## config.mk

```make
export PLATFORM = sky130hd
export DESIGN_NAME = mmio_uart_bridge
export DESIGN_NICKNAME = d
export VERILOG_FILES = /design/src/rtl/mmio_uart_pkg.sv /design/src/rtl/sync_fifo.sv /design/src/rtl/mmio_uart_bridge.sv
export SDC_FILE = /design/constraint.sdc
export NUM_CORES = 1
export LEC_CHECK = 0
export BUFFER_PORTS_ARGS = -buffer_cell sky130_fd_sc_hd__buf_2
export CORE_ASPECT_RATIO = 2
export CORE_MARGIN = 2
export CORE_UTILIZATION = 30
export CTS_BUF_LIST = sky130_fd_sc_hd__clkbuf_4
export DETAILED_ROUTE_END_ITERATION = 10
export PLACE_DENSITY_LB_ADDON = 0.25
export SETUP_SLACK_MARGIN = 0.5
export SYNTH_ARGS = -nofsm -noshare
export SYNTH_HDL_FRONTEND = slang
export SYNTH_HIERARCHICAL = 1
export SYNTH_SLANG_ARGS = --single-unit
```

## constraint.sdc

```tcl
create_clock -name CLK -period 10.6 [get_ports CLK]
set_input_delay 0.53 -clock CLK [delete_from_list [all_inputs] [get_ports CLK]]
set_output_delay 0.53 -clock CLK [all_outputs]
set_load 0.05 [all_outputs]
```

## src/rtl/mmio_uart_pkg.sv

```systemverilog
// Shared definitions for the memory-mapped UART bridge: register offsets,
// STATUS bit positions and the TX sequencer state encoding.
package mmio_uart_pkg;

    // Word offsets from BASE_ADDR
    localparam logic [15:0] OFF_DATA   = 16'd0;
    localparam logic [15:0] OFF_STATUS = 16'd1;

    // STATUS register bit positions
    localparam int unsigned ST_RX_AVAIL = 0;
    localparam int unsigned ST_TX_SPACE = 1;
    localparam int unsigned ST_RX_OVF   = 2;
    localparam int unsigned ST_TX_OVF   = 3;
    localparam int unsigned ST_TX_IDLE  = 4;
    localparam int unsigned ST_RX_CNT_LSB = 8;

    // TX sequencer states
    typedef enum logic [1:0] {
        StIdle  = 2'd0,
        StPulse = 2'd1,
        StWait  = 2'd2
    } tx_state_e;

endpackage

```

## src/rtl/sync_fifo.sv

```systemverilog
// Register-based synchronous FIFO with combinational head, full/empty and
// occupancy count. Full/empty come from the registered count, so a push into
// a full FIFO is dropped even when a pop happens on the same edge.
module sync_fifo #(
    parameter int unsigned WIDTH = 8,
    parameter int unsigned DEPTH = 16
) (
    input  logic                     CLK,
    input  logic                     i_reset,
    input  logic                     i_push,
    input  logic [WIDTH-1:0]         i_wdata,
    input  logic                     i_pop,
    output logic                     o_full,
    output logic                     o_empty,
    output logic [$clog2(DEPTH):0]   o_count,
    output logic [WIDTH-1:0]         o_head
);

    localparam int unsigned PtrW = $clog2(DEPTH);
    localparam int unsigned CntW = PtrW + 1;

    logic [WIDTH-1:0] mem_q [DEPTH];
    logic [PtrW-1:0]  wr_ptr_q;
    logic [PtrW-1:0]  rd_ptr_q;
    logic [CntW-1:0]  count_q;
    logic             do_push;
    logic             do_pop;

    assign o_full  = (count_q == CntW'(DEPTH));
    assign o_empty = (count_q == '0);
    assign o_count = count_q;
    assign o_head  = mem_q[rd_ptr_q];

    assign do_push = i_push & ~o_full;
    assign do_pop  = i_pop & ~o_empty;

    // Pointer and occupancy bookkeeping; pointers wrap naturally at DEPTH
    always_ff @(posedge CLK or posedge i_reset) begin
        if (i_reset) begin
            wr_ptr_q <= '0;
            rd_ptr_q <= '0;
            count_q  <= '0;
        end else begin
            if (do_push) wr_ptr_q <= wr_ptr_q + PtrW'(1);
            if (do_pop)  rd_ptr_q <= rd_ptr_q + PtrW'(1);
            case ({do_push, do_pop})
                2'b10:   count_q <= count_q + CntW'(1);
                2'b01:   count_q <= count_q - CntW'(1);
                default: count_q <= count_q;
            endcase
        end
    end

    // Storage array
    always_ff @(posedge CLK or posedge i_reset) begin
        if (i_reset) begin
            for (int i = 0; i < int'(DEPTH); i++) mem_q[i] <= '0;
        end else if (do_push) begin
            mem_q[wr_ptr_q] <= i_wdata;
        end
    end

endmodule

```

## src/rtl/mmio_uart_bridge.sv

```systemverilog
// Memory-mapped UART port: DATA/STATUS register pair on the CPU data bus,
// TX and RX byte FIFOs, sticky overflow flags and a TX sequencer that feeds
// the shell's byte-level handshake.
module mmio_uart_bridge
    import mmio_uart_pkg::*;
#(
    parameter logic [15:0] BASE_ADDR = 16'h4001,
    parameter int unsigned TX_DEPTH  = 16,
    parameter int unsigned RX_DEPTH  = 16
) (
    input  logic        CLK,
    input  logic        i_reset,
    input  logic [15:0] i_addr,
    input  logic [15:0] i_wdata,
    input  logic        i_write,
    input  logic        i_read,
    output logic [15:0] o_rdata,
    output logic        o_hit,
    output logic [7:0]  o_tx_byte,
    output logic        o_tx_valid,
    input  logic        i_tx_sent,
    input  logic [7:0]  i_rx_byte,
    input  logic        i_rx_valid
);

    localparam logic [15:0] AddrData   = BASE_ADDR + OFF_DATA;
    localparam logic [15:0] AddrStatus = BASE_ADDR + OFF_STATUS;

    logic hit_data;
    logic hit_status;

    logic                      tx_push;
    logic                      tx_pop;
    logic                      tx_full;
    logic                      tx_empty;
    logic [$clog2(TX_DEPTH):0] tx_count;
    logic [7:0]                tx_head;

    logic                      rx_pop;
    logic                      rx_full;
    logic                      rx_empty;
    logic [$clog2(RX_DEPTH):0] rx_count;
    logic [7:0]                rx_head;

    logic      rx_ovf_q;
    logic      tx_ovf_q;
    tx_state_e state_q;
    logic      tx_idle;
    logic [15:0] status;
    logic        unused_bits;

    assign hit_data   = (i_addr == AddrData);
    assign hit_status = (i_addr == AddrStatus);
    assign o_hit      = hit_data | hit_status;

    assign tx_push = i_write & hit_data;
    assign rx_pop  = i_read & hit_data;
    // Sequencer drains TX only from IDLE
    assign tx_pop  = (state_q == StIdle) & ~tx_empty;
    assign tx_idle = tx_empty & (state_q == StIdle);

    sync_fifo #(
        .WIDTH (8),
        .DEPTH (TX_DEPTH)
    ) u_tx_fifo (
        .CLK     (CLK),
        .i_reset (i_reset),
        .i_push  (tx_push),
        .i_wdata (i_wdata[7:0]),
        .i_pop   (tx_pop),
        .o_full  (tx_full),
        .o_empty (tx_empty),
        .o_count (tx_count),
        .o_head  (tx_head)
    );

    sync_fifo #(
        .WIDTH (8),
        .DEPTH (RX_DEPTH)
    ) u_rx_fifo (
        .CLK     (CLK),
        .i_reset (i_reset),
        .i_push  (i_rx_valid),
        .i_wdata (i_rx_byte),
        .i_pop   (rx_pop),
        .o_full  (rx_full),
        .o_empty (rx_empty),
        .o_count (rx_count),
        .o_head  (rx_head)
    );

    // Sticky overflow flags; a set in the same cycle as a clear wins
    always_ff @(posedge CLK or posedge i_reset) begin
        if (i_reset) begin
            rx_ovf_q <= 1'b0;
            tx_ovf_q <= 1'b0;
        end else begin
            if (i_rx_valid && rx_full) begin
                rx_ovf_q <= 1'b1;
            end else if (i_write && hit_status && i_wdata[ST_RX_OVF]) begin
                rx_ovf_q <= 1'b0;
            end
            if (tx_push && tx_full) begin
                tx_ovf_q <= 1'b1;
            end else if (i_write && hit_status && i_wdata[ST_TX_OVF]) begin
                tx_ovf_q <= 1'b0;
            end
        end
    end

    // TX sequencer: load a byte, pulse valid for one cycle, wait for sent
    always_ff @(posedge CLK or posedge i_reset) begin
        if (i_reset) begin
            state_q    <= StIdle;
            o_tx_valid <= 1'b0;
            o_tx_byte  <= 8'h00;
        end else begin
            case (state_q)
                StIdle: begin
                    o_tx_valid <= 1'b0;
                    if (!tx_empty) begin
                        o_tx_byte  <= tx_head;
                        o_tx_valid <= 1'b1;
                        state_q    <= StPulse;
                    end
                end
                StPulse: begin
                    o_tx_valid <= 1'b0;
                    state_q    <= i_tx_sent ? StIdle : StWait;
                end
                StWait: begin
                    o_tx_valid <= 1'b0;
                    if (i_tx_sent) state_q <= StIdle;
                end
                default: begin
                    o_tx_valid <= 1'b0;
                    state_q    <= StIdle;
                end
            endcase
        end
    end

    // STATUS register assembly
    always_comb begin
        status                                    = '0;
        status[ST_RX_AVAIL]                       = ~rx_empty;
        status[ST_TX_SPACE]                       = ~tx_full;
        status[ST_RX_OVF]                         = rx_ovf_q;
        status[ST_TX_OVF]                         = tx_ovf_q;
        status[ST_TX_IDLE]                        = tx_idle;
        status[ST_RX_CNT_LSB +: 8]                = 8'(rx_count);
    end

    // Read mux; zero outside the decoded window
    always_comb begin
        o_rdata = 16'h0000;
        if (hit_data) begin
            o_rdata = {8'h00, (rx_empty ? 8'h00 : rx_head)};
        end else if (hit_status) begin
            o_rdata = status;
        end
    end

    assign unused_bits = ^{i_wdata[15:8], tx_count};

endmodule

```

==> flow_metrics.tcl <==
set metrics [dict create \
    crit-reg2reg-capture "u_tx_fifo/o_count[4]" \
    fin_nets 1125 \
    dp_hpwl_microns 22000 \
    rsz0062_at_grt "no" \
    ant_nets 0 \
    routed_wl_microns 33000 \
    crit_path_start_kind "flop" \
    p_sw_mw 0.865 \
    max_freq_mhz 256 \
    dp_cells 1615 \
    r2r_setup_slack_ps 7270 \
    antenna_found_initial 3 \
    dr_total_vias 8488 \
    status "complete, no violations" \
    syn_to_final_growth_pct 11.8 \
    leakage_nw 7.23 \
    grt_pass1_wl_microns 52900 \
    synth-xor-area-share_pct 1.29 \
    layout_worst_path_cycle_share_pct 36.9 \
    worstHoldPathCells 3 \
    clk_pin_slew_worst_paths_ps 80 \
    synth-edff-count 0 \
    cts.htree.levels 3 \
    die_h_microns 312 \
    ir_drop_v 0.0000527 \
    max-cap-violations 0 \
    grt_pass1_vias 9403 \
    reg2regPathDepth 10 \
    endpoint_kind "output port" \
    synthAdderAreaFrac_pct 1.86 \
    fin_area_sq_um 15900 \
    startpoint "u_rx_fifo/rd_ptr_q[0]" \
    muxShareOfSynthArea_pct 30.9 \
    avgSynthCellArea_sq_um 14.6 \
    synth_simple_gate_area_share_pct 6.66 \
    drv_slew 0 \
    place.gp.congestion 0.746 \
    setup_slack_ps 6690 \
    power_frac_clock_pct 29.5 \
    via_per_inst 4.88 \
    cts_tree "done" \
    crit_arrival_ps 3380 \
    seq_area_sq_um 7380 \
    required_ps 10070 \
    pre_cts_ws_ps 6330 \
    grt_util_all_layers_pct 14.0 \
    min_from "i_write" \
    cts_root_buf "clkbuf_4" \
    worst_pin_slew_ps 1230 \
    holdPathEnd "rx_ovf_q" \
    pwr-share-comb_pct 19.6 \
    drc 0 \
    critical_path_class "flop to output port" \
    pin_count 72 \
    yosys_warnings 6 \
    tns_ps 0 \
    timing.rr.start "u_tx_fifo/o_count[0]" \
    cts_buffers 71 \
    die-area_sq_um 49400 \
    ys_seq_area_share_pct 51.8 \
    met1_usage_pct 17.5 \
    start_util_pct 30.2 \
    p_per_area_nw_per_um2 188 \
    grt_max_degree 90 \
    ys_types 53 \
    setup_viol 0 \
    clk-insertion-delay-late_ps 760 \
    fp.coreArea_sq_um 47200 \
    gr-usage-met3_pct 3.04 \
    fillers 4600 \
    drt_first_pass_iters 4 \
    clock_skew_ps 47.5 \
    hold_ws_ps 122 \
    power.internal_mw 2.13 \
    multi_input_area_sq_um 6490 \
    hold_path.class "input pin to flop" \
    synth_area_sq_um 14200 \
    hold_viol 0 \
    cts_sinks 295 \
    cp_max_fo 51 \
    synth_compound_area_share_pct 4.70 \
    cts_max_path_buffers 3 \
    p_seq_share_pct 50.9 \
    use_met2_pct 23.1 \
    p_sw_share_pct 28.9 \
    die_w_microns 158 \
    wire_per_inst_microns 19.0 \
    portBuffers 60 \
    rows 113 \
    ys.flop_type "dfrtp_1" \
    grt-ovfl-total 0 \
    period_minus_slack_ps 3910 \
    final_cells 1740 \
    relSlewSlack_pct 17.7 \
    synth_top_family_by_area "multiplexers" \
    placedInstanceArea_sq_um 15100 \
    netlist_instances 978 \
    grt_busiest_layer "met2" \
    drt_iter0_drc 432 \
    synth-seq-cells 295 \
    async_reset_ff_share_pct 100 \
    layout-drive-gt1-share_pct 46.4 \
]
cell type report:
| class | instances | area share [%] |
|---|---|---|
| flip-flops and latches | 295 | 46.3 |
| multi-input cells | 608 | 40.7 |
| well taps | 632 | 4.96 |
| clock buffers | 100 | 4.71 |
| repair buffers | 70 | 2.40 |
| clock inverters | 18 | 0.432 |
| inverters | 13 | 0.369 |
| diodes | 4 | 0.0628 |
power by group through the flow:
stage	Sequential, mW	Clock, mW	Combinational (mW)
6_report	1.52	0.882	0.587
5_1_grt	1.55	0.979	0.643
4_1_cts	1.52	0.931	0.596
3_5_place_dp	1.54	0	0.594
3_3_place_gp	1.52	0	0.568
2_1_floorplan	1.48	0	0.497
repair_timing:
item | CTS | global route
gates resized for setup | 0 | 0
endpoints found under the hold margin | 180 | 0
buffers inserted | 0 | 0
hold buffers | 3 | 0
endpoints found under the setup margin | 0 | 0
cells in the final DEF, fill, tap and decap left out, types with 13 or more instances in the layout:
master	count
a22oi_1	16
ha_1	18
buf_2	60
clkinv_1	13
a221oi_1	32
o21ai_0	22
nand2_1	26
mux4_2	32
xnor2_1	17
mux2_2	257
nand3_4	16
dfrtp_1	293
clkbuf_4	100
mux2i_1	66
kinds of logic after synthesis:
logic type,count (synthesis)
mux,366
flops,295
simple gates,109
compound gates,89
buf+inv,77
xor+xnor,21
fa+ha+maj,20
other cells,1
worst max-delay path, stage by stage (launching register included):
cell      delay, ps
dfrtp_2         340
buf_4           730
mux2i_1         190
a221oi_1        500
a22oi_1         170
nand2_1         150
a32o_1          200
buf_2           280
flip-flops by register name (all words and copies together) (netlist names):
| register | count |
|---|---|
| u_rx_fifo/o_count | 5 |
| tx_ovf_q | 1 |
| u_rx_fifo/wr_ptr_q | 4 |
| u_tx_fifo/mem_q | 128 |
| state_q | 2 |
| u_tx_fifo/wr_ptr_q | 4 |
| o_tx_valid | 1 |
| u_tx_fifo/rd_ptr_q | 4 |
| u_tx_fifo/o_count | 5 |
| rx_ovf_q | 1 |
| u_rx_fifo/mem_q | 128 |
| o_tx_byte | 8 |
| u_rx_fifo/rd_ptr_q | 4 |
routing by layer:
layer	wire length, microns	vias up	share of wire [%]
met5	0	-	0
met3	1520	59	4.6
met2	16400	185	50
li1	-	3855	-
met1	14000	4389	43
met4	1060	0	3.2
metrics by stage:
step                power [mW]  utilization (%)
finish                    2.99             33.7
global route              3.18             33.7
CTS                       3.05             33.7
detailed placement        2.14             31.9
global placement          2.09             31.9
floorplan                 1.98                -
synth_stat cells, types with 8 or more instances:
| cell type | number | share of area, % |
|---|---|---|
| clkbuf_1 | 23 | 0.61 |
| a221oi_1 | 32 | 2.0 |
| buf_2 | 26 | 0.91 |
| inv_1 | 13 | 0.34 |
| xnor2_1 | 17 | 1.0 |
| nand3_4 | 16 | 2.0 |
| nor2b_1 | 8 | 0.35 |
| nand2_1 | 26 | 0.68 |
| and2_1 | 9 | 0.40 |
| mux2_1 | 10 | 0.79 |
| a22oi_1 | 16 | 0.84 |
| o21ai_0 | 22 | 0.77 |
| dfrtp_1 | 295 | 52 |
| ha_1 | 18 | 1.6 |
| nand3_2 | 8 | 0.56 |
| mux2i_1 | 66 | 4.6 |
| mux4_2 | 32 | 5.1 |
| mux2_2 | 257 | 20 |
worst max-delay path by stage:
stage / end / slack (ps) / cells past startpoint
2_1_floorplan: u_rx_fifo/mem_q[0] / 6290 / 1
3_3_place_gp: u_tx_fifo/o_count[4] / 6430 / 12
3_5_place_dp: u_tx_fifo/o_count[4] / 6330 / 12
4_1_cts: o_rdata[4] / 6550 / 7
5_1_grt: o_rdata[4] / 6400 / 7
6_report: o_rdata[4] / 6690 / 7
(Power assumes the default switching activity.)
